==> src/rtl/seq_divider_pkg.sv <==
// Shared types and constants for the sequential restoring divider.
// Imported by the interface, the step datapath and the top.
package seq_divider_pkg;

  localparam int DIV_WIDTH = 32;

  typedef enum logic [1:0] {
    IDLE = 2'd0,
    CALC = 2'd1,
    FIX  = 2'd2,
    DONE = 2'd3
  } state_t;

  localparam logic [DIV_WIDTH-1:0] DIV_ZERO_QUOT = '1;

endpackage

==> src/rtl/seq_divider_if.sv <==
// Request/result bundle between the execute stage and the divider.
// The master issues requests; the slave returns results.
interface seq_divider_if #(
  parameter int WIDTH = seq_divider_pkg::DIV_WIDTH
);

  logic             start_i;
  logic             signed_i;
  logic [WIDTH-1:0] dividend_i;
  logic [WIDTH-1:0] divisor_i;
  logic             busy_o;
  logic             done_o;
  logic [WIDTH-1:0] quotient_o;
  logic [WIDTH-1:0] remainder_o;
  logic             div_zero_o;

  modport master (
    output start_i, signed_i,
    output dividend_i, divisor_i,
    input  busy_o, done_o,
    input  quotient_o, remainder_o,
    input  div_zero_o
  );

  modport slave (
    input  start_i, signed_i,
    input  dividend_i, divisor_i,
    output busy_o, done_o,
    output quotient_o, remainder_o,
    output div_zero_o
  );

endinterface

==> src/rtl/seq_divider_div_step.sv <==
// One restoring-division step: shift in the next dividend bit,
// trial-subtract the divisor, keep the difference if non-negative.
module seq_divider_div_step
  import seq_divider_pkg::*;
#(
  parameter int WIDTH = DIV_WIDTH
) (
  input  logic [WIDTH-1:0] rem,
  input  logic             quo_msb,
  input  logic [WIDTH-1:0] divisor,
  output logic [WIDTH-1:0] next_rem,
  output logic             q_bit
);

  logic [WIDTH:0]   shifted;
  logic [WIDTH+1:0] trial;

  assign shifted = {rem, quo_msb};
  // Extra top bit acts as the borrow/sign of the trial difference
  assign trial   = {1'b0, shifted} - {2'b00, divisor};
  assign q_bit   = ~trial[WIDTH+1];
  assign next_rem = q_bit ? trial[WIDTH-1:0]
                          : shifted[WIDTH-1:0];

endmodule

==> src/rtl/seq_divider.sv <==
// Multi-cycle signed/unsigned divider, one quotient bit per clock.
// Magnitudes are divided, signs are applied in FIX.
module seq_divider
  import seq_divider_pkg::*;
#(
  parameter int WIDTH = DIV_WIDTH
) (
  input  logic          clk_i,
  input  logic          rst_i,
  seq_divider_if.slave  bus
);

  localparam int CW = $clog2(WIDTH);

  state_t state_q, state_d;

  logic [WIDTH-1:0] rem_q;
  logic [WIDTH-1:0] quo_q;
  logic [WIDTH-1:0] dvs_q;
  logic [WIDTH-1:0] quot_q;
  logic [WIDTH-1:0] remd_q;
  logic [CW-1:0]    cnt_q;
  logic             qneg_q;
  logic             rneg_q;
  logic             dz_q;
  logic             dz_out_q;

  logic [WIDTH-1:0] step_rem;
  logic             step_bit;
  logic             dvd_neg;
  logic             dvs_neg;
  logic             dvs_zero;

  assign dvd_neg  = bus.signed_i & bus.dividend_i[WIDTH-1];
  assign dvs_neg  = bus.signed_i & bus.divisor_i[WIDTH-1];
  assign dvs_zero = (bus.divisor_i == '0);

  seq_divider_div_step #(
    .WIDTH (WIDTH)
  ) u_step (
    .rem      (rem_q),
    .quo_msb  (quo_q[WIDTH-1]),
    .divisor  (dvs_q),
    .next_rem (step_rem),
    .q_bit    (step_bit)
  );

  always_ff @(posedge clk_i or posedge rst_i) begin
    if (rst_i) state_q <= IDLE;
    else       state_q <= state_d;
  end

  // Divide-by-zero also passes through FIX so its results are
  // written by the same path as a normal completion.
  always_comb begin
    state_d = state_q;
    unique case (state_q)
      IDLE: if (bus.start_i)
              state_d = dvs_zero ? FIX : CALC;
      CALC: if (cnt_q == '0) state_d = FIX;
      FIX:  state_d = DONE;
      DONE: state_d = IDLE;
      default: state_d = IDLE;
    endcase
  end

  always_ff @(posedge clk_i or posedge rst_i) begin
    if (rst_i) begin
      rem_q    <= '0;
      quo_q    <= '0;
      dvs_q    <= '0;
      quot_q   <= '0;
      remd_q   <= '0;
      cnt_q    <= '0;
      qneg_q   <= 1'b0;
      rneg_q   <= 1'b0;
      dz_q     <= 1'b0;
      dz_out_q <= 1'b0;
    end else begin
      unique case (state_q)
        IDLE: if (bus.start_i) begin
          if (dvs_zero) begin
            quo_q  <= WIDTH'(DIV_ZERO_QUOT);
            rem_q  <= bus.dividend_i;
            qneg_q <= 1'b0;
            rneg_q <= 1'b0;
            dz_q   <= 1'b1;
          end else begin
            quo_q  <= dvd_neg ? -bus.dividend_i
                              : bus.dividend_i;
            dvs_q  <= dvs_neg ? -bus.divisor_i
                              : bus.divisor_i;
            rem_q  <= '0;
            cnt_q  <= CW'(WIDTH - 1);
            qneg_q <= dvd_neg ^ dvs_neg;
            rneg_q <= dvd_neg;
            dz_q   <= 1'b0;
          end
        end
        CALC: begin
          rem_q <= step_rem;
          quo_q <= {quo_q[WIDTH-2:0], step_bit};
          cnt_q <= cnt_q - 1'b1;
        end
        FIX: begin
          quot_q   <= qneg_q ? -quo_q : quo_q;
          remd_q   <= rneg_q ? -rem_q : rem_q;
          dz_out_q <= dz_q;
        end
        default: ;
      endcase
    end
  end

  assign bus.busy_o      = (state_q == CALC) |
                           (state_q == FIX);
  assign bus.done_o      = (state_q == DONE);
  assign bus.quotient_o  = quot_q;
  assign bus.remainder_o = remd_q;
  assign bus.div_zero_o  = dz_out_q;

endmodule

==> src/flat_wrapper.sv <==
// flat-port wrapper written by rule: the top's interface ports become plain ports
module seq_divider_flat import seq_divider_pkg::*;
#(
  parameter int WIDTH = DIV_WIDTH
)
  (clk_i, rst_i, bus_start_i, bus_signed_i, bus_dividend_i, bus_divisor_i, bus_busy_o, bus_done_o, bus_quotient_o, bus_remainder_o, bus_div_zero_o);
  seq_divider_if #(.WIDTH(WIDTH)) bus_i ();
  input  logic clk_i;
  input  logic rst_i;
  input wire logic [$bits(bus_i.start_i)-1:0] bus_start_i;
  input wire logic [$bits(bus_i.signed_i)-1:0] bus_signed_i;
  input wire logic [$bits(bus_i.dividend_i)-1:0] bus_dividend_i;
  input wire logic [$bits(bus_i.divisor_i)-1:0] bus_divisor_i;
  output wire logic [$bits(bus_i.busy_o)-1:0] bus_busy_o;
  output wire logic [$bits(bus_i.done_o)-1:0] bus_done_o;
  output wire logic [$bits(bus_i.quotient_o)-1:0] bus_quotient_o;
  output wire logic [$bits(bus_i.remainder_o)-1:0] bus_remainder_o;
  output wire logic [$bits(bus_i.div_zero_o)-1:0] bus_div_zero_o;
  assign bus_i.start_i = bus_start_i;
  assign bus_i.signed_i = bus_signed_i;
  assign bus_i.dividend_i = bus_dividend_i;
  assign bus_i.divisor_i = bus_divisor_i;
  assign bus_busy_o = bus_i.busy_o;
  assign bus_done_o = bus_i.done_o;
  assign bus_quotient_o = bus_i.quotient_o;
  assign bus_remainder_o = bus_i.remainder_o;
  assign bus_div_zero_o = bus_i.div_zero_o;
  seq_divider #(.WIDTH(WIDTH)) u_core (.clk_i(clk_i), .rst_i(rst_i), .bus(bus_i));
endmodule
==> config.mk <==
export PLATFORM = sky130hd
export DESIGN_NAME = seq_divider_flat
export DESIGN_NICKNAME = d
export VERILOG_FILES = /design/src/rtl/seq_divider_pkg.sv /design/src/rtl/seq_divider_if.sv /design/src/rtl/seq_divider_div_step.sv /design/src/rtl/seq_divider.sv /design/src/flat_wrapper.sv
export SDC_FILE = /design/constraint.sdc
export NUM_CORES = 1
export LEC_CHECK = 0
export BUFFER_PORTS_ARGS = -buffer_cell sky130_fd_sc_hd__buf_4
export CORE_ASPECT_RATIO = 1.75
export CORE_MARGIN = 1
export CORE_UTILIZATION = 54
export CTS_CLUSTER_SIZE = 16
export DETAILED_ROUTE_END_ITERATION = 10
export GPL_ROUTABILITY_DRIVEN = 0
export GPL_TIMING_DRIVEN = 0
export PLACE_DENSITY_LB_ADDON = 0.08
export SLEW_MARGIN = 0
export SYNTH_ARGS = -nofsm -noshare
export SYNTH_HDL_FRONTEND = slang
export SYNTH_HIERARCHICAL = 1
export SYNTH_SLANG_ARGS = --single-unit
==> constraint.sdc <==
create_clock -name clk_i -period 6.35 [get_ports clk_i]
set_input_delay 1.5875 -clock clk_i [delete_from_list [all_inputs] [get_ports clk_i]]
set_output_delay 1.5875 -clock clk_i [all_outputs]
set_load 0.005 [all_outputs]
==> metrics.txt <==
WL/cell 20.6 um; die area 23100 um2; number of synthesized flops with an enable pin 0; Critical Path, Cell by Cell buf_4, nand2_1, o21a_1, clkbuf_1, clkbuf_1, clkbuf_1, a221oi_1, nor2_1; gr ovfl total 0; I/O Buffers 132; die height 200 um; register area share after synthesis 35.3%; Synth Register Bits 171; Tot Pwr 8.58 mW; max_cap viols 0; Yosys top cell by area dfrtp_1; PD cells 609 nW/um2; Hold/Removal Path Class flip-flop to flip-flop; Primary FF master, synth dfrtp_1; Crit-path slowest cell clkbuf_1; CP Buf/Inv Count 4; status completed; Mapped Cells 1455; final hold slack 0.504 ns; pin count of the biggest net entering global routing 113; reg2reg setup slack 2.98 ns; Clock Latency Late Sink 0.46 ns; Clk pwr share 12.2%; Synth Net Count 1565; Site Rows 72; first-pass GRT wire length 61.7 mm; Die W 115 um; vias in the first global route 11700; end of the worst register-to-register path u_core/rem_q[1]; TritonCTS Sinks 171; crit-path max cell delay 0.56 ns; count of final setup violators 0; Worst Hold Endpoint u_core/dz_q; # nets final 1717; met3 WL 2.00 mm; starting density of the core 54.9%; critical path class input pin to flip-flop; Antenna Nets Post-Route 0; synthesized area per cell 8.33 um2; Inserted Clock Buffers 17; total setup buffers inserted after CTS 0; maximum clock rate 275 MHz; drt pass-1 iters 6; clock skew 0.0101 ns; Max-slew headroom 40.7%; Worst VDD drop 253 uV; final worst path period share 57.2%; commonest cells in the netlist nor2_1, dfrtp_1, a21oi_1; Clock Root Buffer clkbuf_16; Ports 135; number of fill cells 2020; clk buf depth 2; synth top area cells dfrtp_1, nor2_1, a21oi_1; reg2reg path depth 10; Iter 0 DRT Violations 978; Final Max Tran Viols 0; Netlist cell types 88; ant diodes 0; HPWL Detailed 30.9 mm; Hold Violations, Final 0; CP arrival 4.02 ns; Gates resized, CTS repair 0; startpoint types input pin; crit end category flip-flop; cts hold-fix bufs 0; Worst Tran Pin Value 0.889 ns; share of post-route cells with drive strength above 1 14.4%; logic gate share of total power 60.7%; antenna violations before repair 0; unrepaired setup endpoints after global routing false; H-Tree Depth 4; synth-to-layout area growth 16.3%; DR vias/cell 6.18; fraction of registers with async set/reset 100%; switch share 48.8%; Hold Path Cell Cnt 2; worst r2r src u_core/rem_q[25]; HP Start u_core/dz_q; CP top delay family buffers and inverters; crit path max fanout 10; switching pwr 4.19 mW; uppermost routed layer met4; synthesized area 12100 um2; Pleak 5.85 nW; drt drc 0; Sequential Power Share 27.0%; Yosys top cell area share 35.3%; top-count cell post-synth nor2_1; Tmin final 3.63 ns; routed length on met1 13.6 mm; worst endpoint required time 6.74 ns; vias 11800; met2 WL 20.9 mm; Core Region 22100 um2; CTS tree yes; CTS clk-pin slew, worst paths 0.06 ns; final WL 39.5 mm; gr usage total 35.5%; Synth warnings 6; most used cell, CP clkbuf_1; internal power 4.40 mW
kinds of logic (layout without fill, tap and decap cells):
family	count (synthesis)	in the layout	synth area share (%)
compound gates	458	458	25.0
fa+ha+maj	42	42	4.40
buf+inv	154	318	5.43
mux	12	12	1.11
simple gates	485	485	19.2
xor+xnor	133	133	9.61
flops	171	171	35.3
cells in the final DEF (no fill, tap or decap), drive strengths merged, types with 9 or more instances in the layout:
cell type	instances
a31oi	31
dfrtp	171
a211oi	10
clkbuf	85
mux2	9
nand4	12
or4	14
nand3	22
or3	19
ha	41
inv	67
nor2	223
a21o	15
nand2	84
nor3	35
o22ai	12
a221oi	36
a21oi	158
o41ai	25
o21ai	87
xnor2	49
nor4	26
o31ai	34
xor2	84
buf	159
worst max path at each step:
stage | from | endpoint | slack, ns | cells past startpoint
floorplan | rst_i | u_core/bus.div_zero_o | 0.13 | 1
global placement | rst_i | u_core/dvs_q[28] | -1.76 | 2
detailed placement | bus_divisor_i[0] | u_core/dvs_q[1] | 2.24 | 9
CTS | bus_divisor_i[0] | u_core/dvs_q[1] | 2.72 | 9
global route | bus_divisor_i[0] | u_core/dvs_q[3] | 2.56 | 9
finish | bus_start_i | u_core/rem_q[30] | 2.72 | 8
per-stage QoR:
stage / setup TNS (ns) / area [um2] / std cells / util [%] / setup slack (ns)
2_1_floorplan: 0 / 12100 / 1455 / - / 0.131
3_5_place_dp: 0 / 13500 / 1884 / 61.3 / 2.24
3_3_place_gp: -299.20 / 13500 / 1883 / 61.1 / -1.76
6_report: 0 / 14100 / 1915 / 63.9 / 2.72
5_1_grt: 0 / 14100 / 1915 / 63.9 / 2.56
4_1_cts: 0 / 14100 / 1915 / 63.9 / 2.72
area by class of cell:
type	count	area, um2	area share, %
repair buffers	133	1020	7.22
clock inverters	6	86.3	0.612
flip-flops and latches	171	4280	30.3
inverters	68	263	1.86
well taps	296	370	2.63
multi-input cells	1130	7190	51.0
clock buffers	25	495	3.51
plain buffers	86	403	2.86
sequential cells by signal, indices dropped and copies added, names as in the netlist:
signal	cells
u_core/bus.div_zero_o	1
u_core/dz_q	1
u_core/bus.quotient_o	32
u_core/quo_q	32
u_core/qneg_q	1
u_core/state_q	2
u_core/dvs_q	32
u_core/rneg_q	1
u_core/cnt_q	5
u_core/bus.remainder_o	32
u_core/rem_q	32
power groups by stage:
| stage | sequential [mW] | combinational, mW | clock (mW) |
|---|---|---|---|
| after floorplan | 2.09 | 3.67 | 0 |
| after global placement | 2.30 | 5.00 | 0 |
| after detailed placement | 2.32 | 5.08 | 0 |
| after CTS | 2.30 | 5.13 | 1.07 |
| after global routing | 2.38 | 5.73 | 1.11 |
| final | 2.32 | 5.21 | 1.05 |
metal layers:
metal  GRT usage, %  vias up
met5              0        -
met4           27.1        0
met3           5.72      153
met2           63.3      491
met1           36.2     5604
li1               -     5582
worst reg2reg max path, cell delays in order (launching register included):
cell and delay, ns:
dfrtp_1 0.54, ha_1 0.45, a21o_1 0.20, a21o_1 0.17
a21oi_1 0.34, o22ai_1 0.19, nor3_4 0.28, buf_2 0.34
mux2_2 0.38, a221oi_1 0.29, a21oi_1 0.07
Power figures use the tool's default switching activity.
